File: config.mk
export PLATFORM = sky130hd
export DESIGN_NAME = adder_op_sequencer_flat
export DESIGN_NICKNAME = d
export VERILOG_FILES = /design/src/rtl/adder_op_sequencer_if.sv /design/src/rtl/adder_op_sequencer.sv /design/src/flat_wrapper.sv
export SDC_FILE = /design/constraint.sdc
export NUM_CORES = 1
export LEC_CHECK = 0
export ABC_AREA = 1
export CAP_MARGIN = 10
export CORE_ASPECT_RATIO = 0.75
export CORE_MARGIN = 5
export CORE_UTILIZATION = 52
export DETAILED_ROUTE_END_ITERATION = 8
export GPL_TIMING_DRIVEN = 0
export PLACE_DENSITY = 0.88
export SLEW_MARGIN = 20
export SYNTH_ARGS = -nofsm -noshare
export SYNTH_HDL_FRONTEND = slang
export SYNTH_SLANG_ARGS = --single-unit
File: constraint.sdc
create_clock -name clk -period 2.2 [get_ports clk]
set_clock_uncertainty 0.2 [all_clocks]
set_input_delay 0.44 -clock clk [delete_from_list [all_inputs] [get_ports clk]]
set_output_delay 0.44 -clock clk [all_outputs]
set_load 0.02 [all_outputs]
File: src/rtl/adder_op_sequencer_if.sv
// Operand/result bundle between the GPIO block, the sequencer and the ripple adder.
interface adder_op_sequencer_if #(
   parameter int CNT_W = 8
);
   logic [15:0]      op_word_i;
   logic [7:0]       a_o;
   logic [7:0]       b_o;
   logic [7:0]       sum_i;
   logic             cout_i;
   logic [8:0]       result_o;
   logic             done_o;
   logic             busy_o;
   logic [CNT_W-1:0] op_count_o;

   // Environment side: GPIO word and adder return path.
   modport master (
      output op_word_i, sum_i, cout_i,
      input  a_o, b_o, result_o, done_o, busy_o, op_count_o
   );

   // Sequencer side.
   modport slave (
      input  op_word_i, sum_i, cout_i,
      output a_o, b_o, result_o, done_o, busy_o, op_count_o
   );
endinterface

File: src/rtl/adder_op_sequencer.sv
// Waits for the GPIO operand word to settle, launches it to the ripple adder,
// holds it for the evaluation window and captures {carry, sum} with a done pulse.
//
// state   | meaning
// --------+-------------------------------------------------------------
// IDLE    | launched operands match op_q, waiting for a new word
// SETTLE  | candidate word must stay unchanged for SETTLE_CYC cycles
// EVAL    | operands held at the adder for EVAL_CYC cycles
// CAPTURE | one cycle: latch adder result, pulse done, bump op counter
module adder_op_sequencer #(
   parameter int SETTLE_CYC = 4,
   parameter int EVAL_CYC   = 2,
   parameter int CNT_W      = 8
) (
   input logic                 clk,
   input logic                 rst,
   adder_op_sequencer_if.slave bus
);

   localparam int CMAX = (SETTLE_CYC > EVAL_CYC) ? SETTLE_CYC : EVAL_CYC;
   localparam int CW   = (CMAX > 1) ? $clog2(CMAX) : 1;

   localparam logic [CW-1:0] SETTLE_TC = CW'(SETTLE_CYC - 1);
   localparam logic [CW-1:0] EVAL_TC   = CW'(EVAL_CYC - 1);

   typedef enum logic [1:0] {
      IDLE    = 2'd0,
      SETTLE  = 2'd1,
      EVAL    = 2'd2,
      CAPTURE = 2'd3
   } state_t;

   state_t        state;
   logic [15:0]   op_q;
   logic [15:0]   cand;
   logic [CW-1:0] cnt;

   // Single sampling point for the asynchronously written GPIO word.
   always_ff @(posedge clk) begin
      if (rst) op_q <= 16'h0000;
      else     op_q <= bus.op_word_i;
   end

   // Sequencing FSM with registered operand, result and status outputs.
   always_ff @(posedge clk) begin
      if (rst) begin
         state          <= IDLE;
         cnt            <= '0;
         cand           <= 16'h0000;
         bus.a_o        <= 8'h00;
         bus.b_o        <= 8'h00;
         bus.result_o   <= 9'h000;
         bus.done_o     <= 1'b0;
         bus.op_count_o <= '0;
      end else begin
         bus.done_o <= 1'b0;
         case (state)
            IDLE: begin
               if (op_q != {bus.b_o, bus.a_o}) begin
                  cand  <= op_q;
                  cnt   <= '0;
                  state <= SETTLE;
               end
            end
            SETTLE: begin
               if (op_q != cand) begin
                  cand <= op_q;
                  cnt  <= '0;
               end else if (cnt == SETTLE_TC) begin
                  bus.a_o <= cand[7:0];
                  bus.b_o <= cand[15:8];
                  cnt     <= '0;
                  state   <= EVAL;
               end else begin
                  cnt <= cnt + 1'b1;
               end
            end
            EVAL: begin
               if (cnt == EVAL_TC) state <= CAPTURE;
               else                cnt   <= cnt + 1'b1;
            end
            CAPTURE: begin
               // Carry comes straight from the adder; no local re-add.
               bus.result_o   <= {bus.cout_i, bus.sum_i};
               bus.done_o     <= 1'b1;
               bus.op_count_o <= bus.op_count_o + CNT_W'(1);
               state          <= IDLE;
            end
            default: state <= IDLE;
         endcase
      end
   end

   // Busy is a pure decode of the state register.
   assign bus.busy_o = (state != IDLE);

endmodule

File: src/flat_wrapper.sv
// flat-port wrapper written by rule: the top's interface ports become plain ports
module adder_op_sequencer_flat 
#(
   parameter int SETTLE_CYC = 4,
   parameter int EVAL_CYC   = 2,
   parameter int CNT_W      = 8
)
  (clk, rst, bus_op_word_i, bus_sum_i, bus_cout_i, bus_a_o, bus_b_o, bus_result_o, bus_done_o, bus_busy_o, bus_op_count_o);
  adder_op_sequencer_if #(.CNT_W(CNT_W)) bus_i ();
  input logic clk;
  input logic rst;
  input wire logic [$bits(bus_i.op_word_i)-1:0] bus_op_word_i;
  input wire logic [$bits(bus_i.sum_i)-1:0] bus_sum_i;
  input wire logic [$bits(bus_i.cout_i)-1:0] bus_cout_i;
  output wire logic [$bits(bus_i.a_o)-1:0] bus_a_o;
  output wire logic [$bits(bus_i.b_o)-1:0] bus_b_o;
  output wire logic [$bits(bus_i.result_o)-1:0] bus_result_o;
  output wire logic [$bits(bus_i.done_o)-1:0] bus_done_o;
  output wire logic [$bits(bus_i.busy_o)-1:0] bus_busy_o;
  output wire logic [$bits(bus_i.op_count_o)-1:0] bus_op_count_o;
  assign bus_i.op_word_i = bus_op_word_i;
  assign bus_i.sum_i = bus_sum_i;
  assign bus_i.cout_i = bus_cout_i;
  assign bus_a_o = bus_i.a_o;
  assign bus_b_o = bus_i.b_o;
  assign bus_result_o = bus_i.result_o;
  assign bus_done_o = bus_i.done_o;
  assign bus_busy_o = bus_i.busy_o;
  assign bus_op_count_o = bus_i.op_count_o;
  adder_op_sequencer #(.SETTLE_CYC(SETTLE_CYC), .EVAL_CYC(EVAL_CYC), .CNT_W(CNT_W)) u_core (.clk(clk), .rst(rst), .bus(bus_i));
endmodule
==> results_dict.tcl <==
set metrics [dict create \
    status "finished, final reports clean" \
    fmax_mhz 482.8 \
    hold_start "u_core.bus.op_count_o[7]$_SDFFE_PP0P_" \
    clk_pin_slew_ps 80 \
    final_common_cell "nand2_1" \
    grt_pass1_vias 2967 \
    cts_tree "done" \
    vias 3020 \
    worst_pin_slew_ps 597.0 \
    crit_slowest_cell "dfxtp_1" \
    worstSetupStartpointType "flip-flop" \
    cp-end-kind "output port" \
    syn_inst 472 \
    nets 579 \
    cts_inserted_buffers 9 \
    vdd_drop_max_v 0.0005099 \
    cts.sinks 70 \
    yosys_warnings 0 \
    die_w_um 101.0 \
    most-common-layout-cells "nand2_1, nor2_1, inv_1, dfxtp_1, clkdlybuf4s50_1" \
    period_share_pct 94.15 \
    wirelength_um 7866 \
    gp_congestion 0.8272 \
    ys_types 26 \
    ant_nets 0 \
    drive_gt1_share_pct 8.379 \
    area_growth_pct 27.81 \
    slew_headroom_pct 60.20 \
    finalSetupViolCount 0 \
    clk_latency_ps 350 \
    avgSynthCellArea_um2 6.844 \
    min_path_type "flip-flop to flip-flop" \
    die_area_mm2 0.007905 \
    hold_viol 0 \
    ys_seq_area_share_pct 43.38 \
    finalWorstSetupSlack_ps 128.6 \
    fin_crit_ps 2071 \
    powerDensity_mw_per_mm2 897.4 \
    synth_seq_cells 70 \
    ios 62 \
    synth_top_area_share_pct 43.38 \
    start_util_pct 54.61 \
    arrival_ps 1430 \
    setup_tns_ps 0 \
    dpl.hpwl_um 5811 \
    regArea_mm2 0.001401 \
    diodes 0 \
    drv_cap 0 \
    cp_data_required_time_ps 1560 \
    hold_ws_ps 273.3 \
    crit_chain "inv_2 -> ha_1 -> inv_1 -> clkdlybuf4s15_1" \
    leakage_nw 1.843 \
    rsz0062_at_grt "no" \
    synth_top_area_cell "dfxtp_1" \
    max_stage_delay_ps 380 \
    grt_max_degree 13 \
    cts_max_level 3 \
    core_area_mm2 0.005916 \
    drt_iter0_markers 136 \
    cts_hold_buf 0 \
    avgViaCountPerCell 4.817 \
    drc 0 \
    grtUsageTotal_pct 21.20 \
    fillCellCount 469 \
    post-route-util_pct 69.80 \
    dieHeight_um 78.26 \
    rows 24 \
    crit_start "u_core.state[0]$_SDFFE_PP0P_" \
    syn_area_mm2 0.003231 \
    grt_first_pass_wirelength_um 13280 \
    cts-root-buf "clkbuf_8" \
    crit_type "flip-flop to output port" \
    drv_slew 0 \
    total_power_mw 3.705 \
    timing.rr.start "u_core.state[1]$_SDFFE_PP0P_" \
    antenna_found_initial 0 \
    cts_buffer_depth 2 \
    cp_max_fo 4 \
    routedWlPerCell_um 12.55 \
    io_buffers 60 \
    multi_input_area_mm2 0.001476 \
    mappedNetlistNets 507 \
    first_pass_iters 5 \
    yosys-top-cells-area "dfxtp_1, nand2_1, nor2_1" \
    grt_remaining_overflow 0 \
    place_ws_ps 88.57 \
]
## registers in the layout (all words and copies together), names as in the netlist
name and flops:
u_core.cand 16, u_core.op_q 16, u_core.state 2, u_core.cnt 2, u_core.bus.done_o 1, u_core.bus.a_o 8, u_core.bus.op_count_o 8, u_core.bus.result_o 9
u_core.bus.b_o 8
## logic make-up (layout without fill, tap and decap cells)
family | count (synthesis) | after routing | synth area share (%)
AND/OR/NAND/NOR | 238 | 238 | 31.06
buffers and inverters | 91 | 168 | 11.23
flip-flops | 70 | 70 | 43.38
AO/OA/AOI/OAI | 60 | 60 | 9.876
adder cells (fa/ha/maj) | 8 | 8 | 3.098
XOR/XNOR | 5 | 5 | 1.355
## metrics by stage
step,instance area [um2],std cells
finish,4129,627
CTS,4104,626
floorplan,3231,472
global route,4129,627
detailed placement,3929,610
global placement,3929,610
## per-layer routing
layer	up-vias	track usage, %	part of all wire, %
li1	1579	-	-
met1	1343	24.19	43
met2	89	35.28	48
met3	9	8.592	7.5
met4	0	8.765	1.2
met5	-	0	0
## critical path: cells and delay by family (launching register included)
kind                     cells  cell delay, ps
adder cells (fa/ha/maj)      1             190
buffers and inverters        3             500
flip-flops                   1             380
## area by class of cell
class,instances,share of cell area [%]
Multi-Input combinational cell,311,35.76
Sequential cell,70,33.94
Inverter,77,7.000
Clock buffer,11,3.424
Tap cell,78,2.364
Buffer,14,1.939
Timing Repair Buffer,61,14.73
Clock inverter,5,0.8485
## synthesized netlist by cell type (all sizes together)
master / instances
nand2: 124
nor2: 91
inv: 77
dfxtp: 70
o21ai: 31
a21oi: 29
nand4: 11
clkbuf: 8
ha: 8
buf: 6
nand3: 6
xor2: 5
nor3: 4
nor3b: 1
or2: 1
## path summary, 6_finish.rpt
kind	end	slack (ps)	cells after the start
worst min register to register	u_core.bus.op_count_o[7]$_SDFFE_PP0P_	270	2
worst max register to register	u_core.cand[9]$_SDFFE_PP0P_	180	12
worst min-delay path	u_core.bus.op_count_o[7]$_SDFFE_PP0P_	270	2
worst max-delay path	bus_busy_o	130	4
## report_power, final
part           switching, mW  internal (mW)  leakage [nW]
clock                  0.487          0.437        0.0776
combinational          0.749          0.474          1.19
sequential             0.127           1.43         0.573
## timing repair
| item | in CTS | in global routing |
|---|---|---|
| buffers inserted | 0 | 1 |
| pin swaps | 0 | 2 |
| gates resized for setup | 1 | 11 |
| endpoints found under the setup margin | 1 | 28 |
(Power assumes the default switching activity.)
